$ cat src/rtl/ifetch_unit.sv
// Instruction fetch unit: issues one memory read per request, waits for the
// ack (with timeout), and presents the instruction to decode with a valid/ready handshake.
module ifetch_unit #(
  parameter int unsigned TIMEOUT   = 16,
  parameter logic [31:0] NOP_INSTR = 32'h0000_0013
) (
  input  logic        clk,
  input  logic        rst_n,
  input  logic [31:0] pc,
  input  logic        fetch_req,
  input  logic        redirect,
  output logic        mem_req,
  output logic [31:0] mem_addr,
  input  logic        mem_ack,
  input  logic [31:0] mem_rdata,
  output logic [31:0] instr,
  output logic [31:0] instr_pc,
  output logic [31:0] pc_plus_4,
  output logic        instr_valid,
  input  logic        instr_ready,
  output logic        stall,
  output logic        misalign,
  output logic        timeout_err
);

  localparam logic [1:0] S_IDLE  = 2'd0;
  localparam logic [1:0] S_WAIT  = 2'd1;
  localparam logic [1:0] S_DRAIN = 2'd2;
  localparam logic [1:0] S_VALID = 2'd3;

  // Counter value on the last permitted wait cycle.
  localparam logic [7:0] CNT_LAST = 8'(TIMEOUT - 1);

  logic [1:0]  state_q, state_d;
  logic [7:0]  cnt_q, cnt_d;
  logic        mem_req_q, mem_req_d;
  logic [31:0] mem_addr_q, mem_addr_d;
  logic [31:0] instr_q, instr_d;
  logic [31:0] instr_pc_q, instr_pc_d;
  logic [31:0] pc4_q, pc4_d;
  logic        valid_q, valid_d;
  logic        misalign_q, misalign_d;
  logic        tout_q, tout_d;

  logic aligned_req_s;
  logic misaligned_req_s;
  logic handshake_s;

  assign aligned_req_s    = fetch_req & (pc[1:0] == 2'b00);
  assign misaligned_req_s = fetch_req & (pc[1:0] != 2'b00);
  assign handshake_s      = valid_q & instr_ready;

  // Next-state and output-register logic.
  always_comb begin
    state_d    = state_q;
    cnt_d      = cnt_q;
    mem_req_d  = mem_req_q;
    mem_addr_d = mem_addr_q;
    instr_d    = instr_q;
    instr_pc_d = instr_pc_q;
    pc4_d      = pc4_q;
    valid_d    = valid_q;
    misalign_d = 1'b0;
    tout_d     = 1'b0;
    case (state_q)
      S_IDLE: begin
        if (aligned_req_s) begin
          state_d    = S_WAIT;
          cnt_d      = 8'd0;
          mem_req_d  = 1'b1;
          mem_addr_d = pc;
          instr_pc_d = pc;
          pc4_d      = pc + 32'd4;
        end else if (misaligned_req_s) begin
          misalign_d = 1'b1;
        end else begin
          state_d = S_IDLE;
        end
      end
      S_WAIT: begin
        if (redirect) begin
          // An ack in the redirect cycle already retires the stale read.
          if (mem_ack) begin
            state_d   = S_IDLE;
            mem_req_d = 1'b0;
          end else begin
            state_d = S_DRAIN;
          end
        end else if (mem_ack) begin
          state_d   = S_VALID;
          instr_d   = mem_rdata;
          mem_req_d = 1'b0;
          valid_d   = 1'b1;
        end else if (cnt_q == CNT_LAST) begin
          state_d   = S_VALID;
          instr_d   = NOP_INSTR;
          mem_req_d = 1'b0;
          valid_d   = 1'b1;
          tout_d    = 1'b1;
        end else begin
          cnt_d = cnt_q + 8'd1;
        end
      end
      S_DRAIN: begin
        if (mem_ack) begin
          state_d   = S_IDLE;
          mem_req_d = 1'b0;
        end else begin
          state_d = S_DRAIN;
        end
      end
      S_VALID: begin
        if (redirect) begin
          state_d = S_IDLE;
          valid_d = 1'b0;
        end else if (handshake_s) begin
          valid_d = 1'b0;
          if (aligned_req_s) begin
            state_d    = S_WAIT;
            cnt_d      = 8'd0;
            mem_req_d  = 1'b1;
            mem_addr_d = pc;
            instr_pc_d = pc;
            pc4_d      = pc + 32'd4;
          end else begin
            state_d    = S_IDLE;
            misalign_d = misaligned_req_s;
          end
        end else begin
          state_d = S_VALID;
        end
      end
      default: begin
        state_d   = S_IDLE;
        mem_req_d = 1'b0;
        valid_d   = 1'b0;
      end
    endcase
  end

  // State and output registers.
  always_ff @(posedge clk or negedge rst_n) begin
    if (!rst_n) begin
      state_q    <= S_IDLE;
      cnt_q      <= 8'd0;
      mem_req_q  <= 1'b0;
      mem_addr_q <= 32'd0;
      instr_q    <= 32'd0;
      instr_pc_q <= 32'd0;
      pc4_q      <= 32'd0;
      valid_q    <= 1'b0;
      misalign_q <= 1'b0;
      tout_q     <= 1'b0;
    end else begin
      state_q    <= state_d;
      cnt_q      <= cnt_d;
      mem_req_q  <= mem_req_d;
      mem_addr_q <= mem_addr_d;
      instr_q    <= instr_d;
      instr_pc_q <= instr_pc_d;
      pc4_q      <= pc4_d;
      valid_q    <= valid_d;
      misalign_q <= misalign_d;
      tout_q     <= tout_d;
    end
  end

  assign stall = fetch_req & ((state_q == S_WAIT) | (state_q == S_DRAIN) |
                              ((state_q == S_VALID) & ~handshake_s));

  assign mem_req     = mem_req_q;
  assign mem_addr    = mem_addr_q;
  assign instr       = instr_q;
  assign instr_pc    = instr_pc_q;
  assign pc_plus_4   = pc4_q;
  assign instr_valid = valid_q;
  assign misalign    = misalign_q;
  assign timeout_err = tout_q;

endmodule

$ cat config.mk
export PLATFORM = sky130hd
export DESIGN_NAME = ifetch_unit
export DESIGN_NICKNAME = d
export VERILOG_FILES = /design/src/rtl/ifetch_unit.sv
export SDC_FILE = /design/constraint.sdc
export NUM_CORES = 1
export LEC_CHECK = 0
export ABC_AREA = 1
export BUFFER_PORTS_ARGS = -buffer_cell sky130_fd_sc_hd__clkbuf_2
export CORE_MARGIN = 8
export CORE_UTILIZATION = 50
export DETAILED_ROUTE_END_ITERATION = 16
export GPL_TIMING_DRIVEN = 1
export PLACE_DENSITY = 0.78
export SLEW_MARGIN = 40
export SYNTH_ARGS = -nofsm -noshare
export SYNTH_HDL_FRONTEND = slang
export SYNTH_SLANG_ARGS = --single-unit
export TNS_END_PERCENT = 1
$ cat constraint.sdc
create_clock -name clk -period 1.6 [get_ports clk]
set_input_delay 0.08 -clock clk [delete_from_list [all_inputs] [get_ports clk]]
set_output_delay 0.08 -clock clk [all_outputs]
set_load 0.005 [all_outputs]
==> run_results.csv <==
group,metric,value,unit
run_status,status,"complete, but fails checks",
run_status,failed_checks,"setup timing",
detailed_routing,drtAntennaViolNets,0,
layout,multi_input_area,2422,um^2
setup_path,path_buf_inv,3,
global_routing,grt_overflow,0,
layout,syn_to_final_growth,34.66,%
clocking,cts_htree_levels,3,
setup_path,cp_max_fo,13,
die,die_w,121.8,um
pwr,power.share.clock,0.204,
pwr,p_switching,0.002852,W
global_routing,grt_max_degree,46,
min_path,hp-class,"in2reg",
pwr,peakVddDrop,0.0008892,V
layout,final_cells,1107,
synthesis,synth_cell_types,28,
die,start_util,0.5142,
die,die_h,121.8,um
synthesis,yosysWarnings,0,
placed_design,place_inst,1039,
timing,maxSlewViolCount,0,
synthesis,syn_avg_cell_area,7.608,um^2
die,ios,203,
detailed_routing,drt_iter0_drc,546,
pwr,pwr-share-comb,0.308,
layout,fillers,878,
placed_design,dpl_cell_area,6628,um^2
placed_design,gp_congestion,0.9336,
clocking,cts_buffers,9,
synthesis,synth_seq_cells,108,
setup_path,worst_path_most_repeated_cell,"nor2_2",
synthesis,synth_nets,812,
setup_path,critPathRequiredTime,1.86,ns
timing,setup_viol,2,
setup_path,worstSetupPathType,"reg2reg",
layout,antennaDiodeCount,0,
global_routing,grt_pass1_wl,27.16,mm
die,placementRows,38,
timing,clock.fmax,0.6199,GHz
setup_path,crit_path_cell_trace,"buf_4, ha_4, nor2_2, nor2_2, nand2_4, buf_6, buf_16, nor2_2, o21ai_1, nand3_1",
pwr,p_int,0.005311,W
pwr,p_seq_frac,0.489,
timing,fin_skew,0.01695,ns
clocking,clkTransAtPathRegs,0.11,ns
setup_path,worstPathArrival,1.88,ns
detailed_routing,drc,0,
placed_design,place_ws,-0.005723,ns
timing,worst_slew_pin_slew,0.4231,ns
setup_path,cp_slowest_stage_delay,0.42,ns
global_routing,grt_usage,0.2245,
global_routing,grt_pass1_vias,5503,
layout,register_area,2704,um^2
synthesis,netlist_instances,736,
pwr,power_density,1083,nW/um^2
detailed_routing,routed_wl,17.14,mm
clocking,cts_root_buf,"clkbuf_8",
synthesis,mappedNetlistArea,5599,um^2
setup_path,cp_top_family,"buffers and inverters",
detailed_routing,dr.pass1.iters,5,
timing,slew_headroom,0.7179,
clocking,clock_latency,0.37,ns
clocking,clock-sinks,108,
setup_path,critPathCaptureType,"flip-flop",
die,die-area,14840,um^2
global_routing,antenna_found_initial,0,
timing,period_needed,1.613,ns
setup_path,startpoint_type,"flip-flop",
timing,finalCritPeriodShare,1.008,
placed_design,port_buffers,202,
layout,drive_above_1_share,0.3051,
clocking,cts_tree,"built",
die,coreArea,10890,um^2
setup_path,critical_path.slowest_cell,"dfrtp_1",
detailed_routing,drt-wirelength-per-cell,15.49,um
timing,hold_violations,0,
clocking,clk_path_buf_depth,2,
detailed_routing,vias,5669,
layout,fin_area,7540,um^2
synthesis,ys_seq_area_frac,0.4827,
placed_design,dp_hpwl,11.86,mm
pwr,power.leakage,4.046,nW
pwr,swShare,0.3494,
flow_run,maxCapViolations,0,
layout,layout.nets,1038,
timing,grt_setup_unrepaired,"yes",
timing,finalWorstSetupSlack,-0.01323,ns
detailed_routing,via_per_inst,5.121,
layout,fin_util,0.6925,
cells in the final DEF (no fill, tap or decap), types with 3 or more instances in the layout:
cell type,Yosys,layout
nand2_1,231,224
dfrtp_1,108,107
a21oi_1,5,4
nor2_2,6,12
nand4_1,7,7
xor2_1,6,6
nand2_2,3,8
nor2_4,2,6
clkbuf_8,0,10
dlygate4sd3_1,0,43
ha_4,0,3
buf_6,3,3
nand2_4,1,4
o21ai_1,13,14
clkbuf_2,0,200
nor2_1,98,88
o21ai_0,16,15
o21ai_2,4,3
buf_4,36,15
buf_12,0,7
inv_1,57,54
inv_2,4,6
nand3_1,101,99
metal layers:
layer | GRT usage | wire (um) | vias up | share of wire
met2 | 0.3885 | 8495 | 263 | 0.50
met1 | 0.2723 | 6807 | 2641 | 0.40
met4 | 0.06322 | 311 | 0 | 0.018
met5 | 0 | 0 | - | 0
met3 | 0.05460 | 1529 | 27 | 0.089
li1 | - | - | 2738 | -
final timing paths:
| path | slack, ns | endpoint | startpoint | depth (start not counted) |
|---|---|---|---|---|
| max in group asynchronous | 0.83 | state_q[0] | rst_n | 3 |
| max | -0.01 | pc_plus_4[19] | state_q[1] | 10 |
| min | 0.0005 | mem_addr[30] | pc[30] | 3 |
| max reg2reg | -0.01 | pc_plus_4[19] | state_q[1] | 10 |
| min in group asynchronous | 0.17 | mem_addr[11] | rst_n | 2 |
| min reg2reg | 0.49 | instr[24] | instr[24] | 2 |
power by group through the flow:
stage          sequential [W]  combinational (W)  clock, W
5_1_grt               0.00409            0.00281   0.00180
3_3_place_gp          0.00400            0.00226         0
4_1_cts               0.00397            0.00246   0.00168
6_report              0.00399            0.00251   0.00166
2_1_floorplan         0.00399            0.00111         0
3_5_place_dp          0.00400            0.00234         0
timing repair:
item                       4_1_cts  5_1_grt
cloned                           3        1
pin swaps                        4        7
setup endpoints to repair       17       97
hold buffers                    43        0
hold endpoints to repair        82        0
resized for setup               10       38
setup buffers                    3        2
synthesized netlist by cell type, drive strengths merged:
| master | n | share of area |
|---|---|---|
| o211ai | 2 | 0.0027 |
| xnor2 | 2 | 0.0031 |
| nand3 | 101 | 0.090 |
| nor3 | 2 | 0.0018 |
| clkbuf | 7 | 0.0047 |
| and2 | 1 | 0.0011 |
| inv | 61 | 0.041 |
| buf | 51 | 0.065 |
| dfrtp | 108 | 0.48 |
| a21oi | 5 | 0.0045 |
| ha | 6 | 0.013 |
| nor2 | 106 | 0.076 |
| nand2 | 235 | 0.16 |
| xor2 | 6 | 0.0094 |
| nand4 | 7 | 0.0078 |
| or2 | 1 | 0.0011 |
| o21ai | 33 | 0.032 |
| o21a | 1 | 0.0013 |
| o21bai | 1 | 0.0013 |
cell families (layout without fill, tap and decap cells):
logic type,after synthesis,after routing,share of synthesized area
xor+xnor,8,8,0.01251
compound gates,42,42,0.04201
fa+ha+maj,6,6,0.01341
simple gates,453,454,0.3388
buf+inv,119,349,0.1106
flops,108,108,0.4827
flip-flops by register name, summed over array words and instances (netlist names), 2 cells and up:
name       count
cnt_q          8
instr         32
state_q        2
pc_plus_4     32
mem_addr      30
worst reg2reg max path, cell delays in order (launching register included):
cell and delay (ns):
dfrtp_1 0.42, buf_4 0.15, ha_4 0.17, nor2_2 0.09, nor2_2 0.06, nand2_4 0.16, buf_6 0.14, buf_16 0.14
nor2_2 0.04, o21ai_1 0.07, nand3_1 0.08
cell type report:
type	instances	area share
Timing Repair Buffer	272	0.2401
Tap cell	140	0.02323
Sequential cell	108	0.3586
Multi-Input combinational cell	510	0.3213
Inverter	61	0.03103
Clock inverter	6	0.007468
Clock buffer	10	0.01825
through the flow:
stage | hold WS (ns) | TNS, ns | total power [W]
after floorplan | -0.2156 | 0 | 0.005101
after global placement | 0.04051 | 0 | 0.006257
after detailed placement | 0.04455 | -0.009940 | 0.006337
after CTS | 0.0006291 | -0.1546 | 0.008116
after global routing | 0.02011 | -1.871 | 0.008696
final | 0.0005134 | -0.02009 | 0.008164
Power figures use the tool's default switching activity.
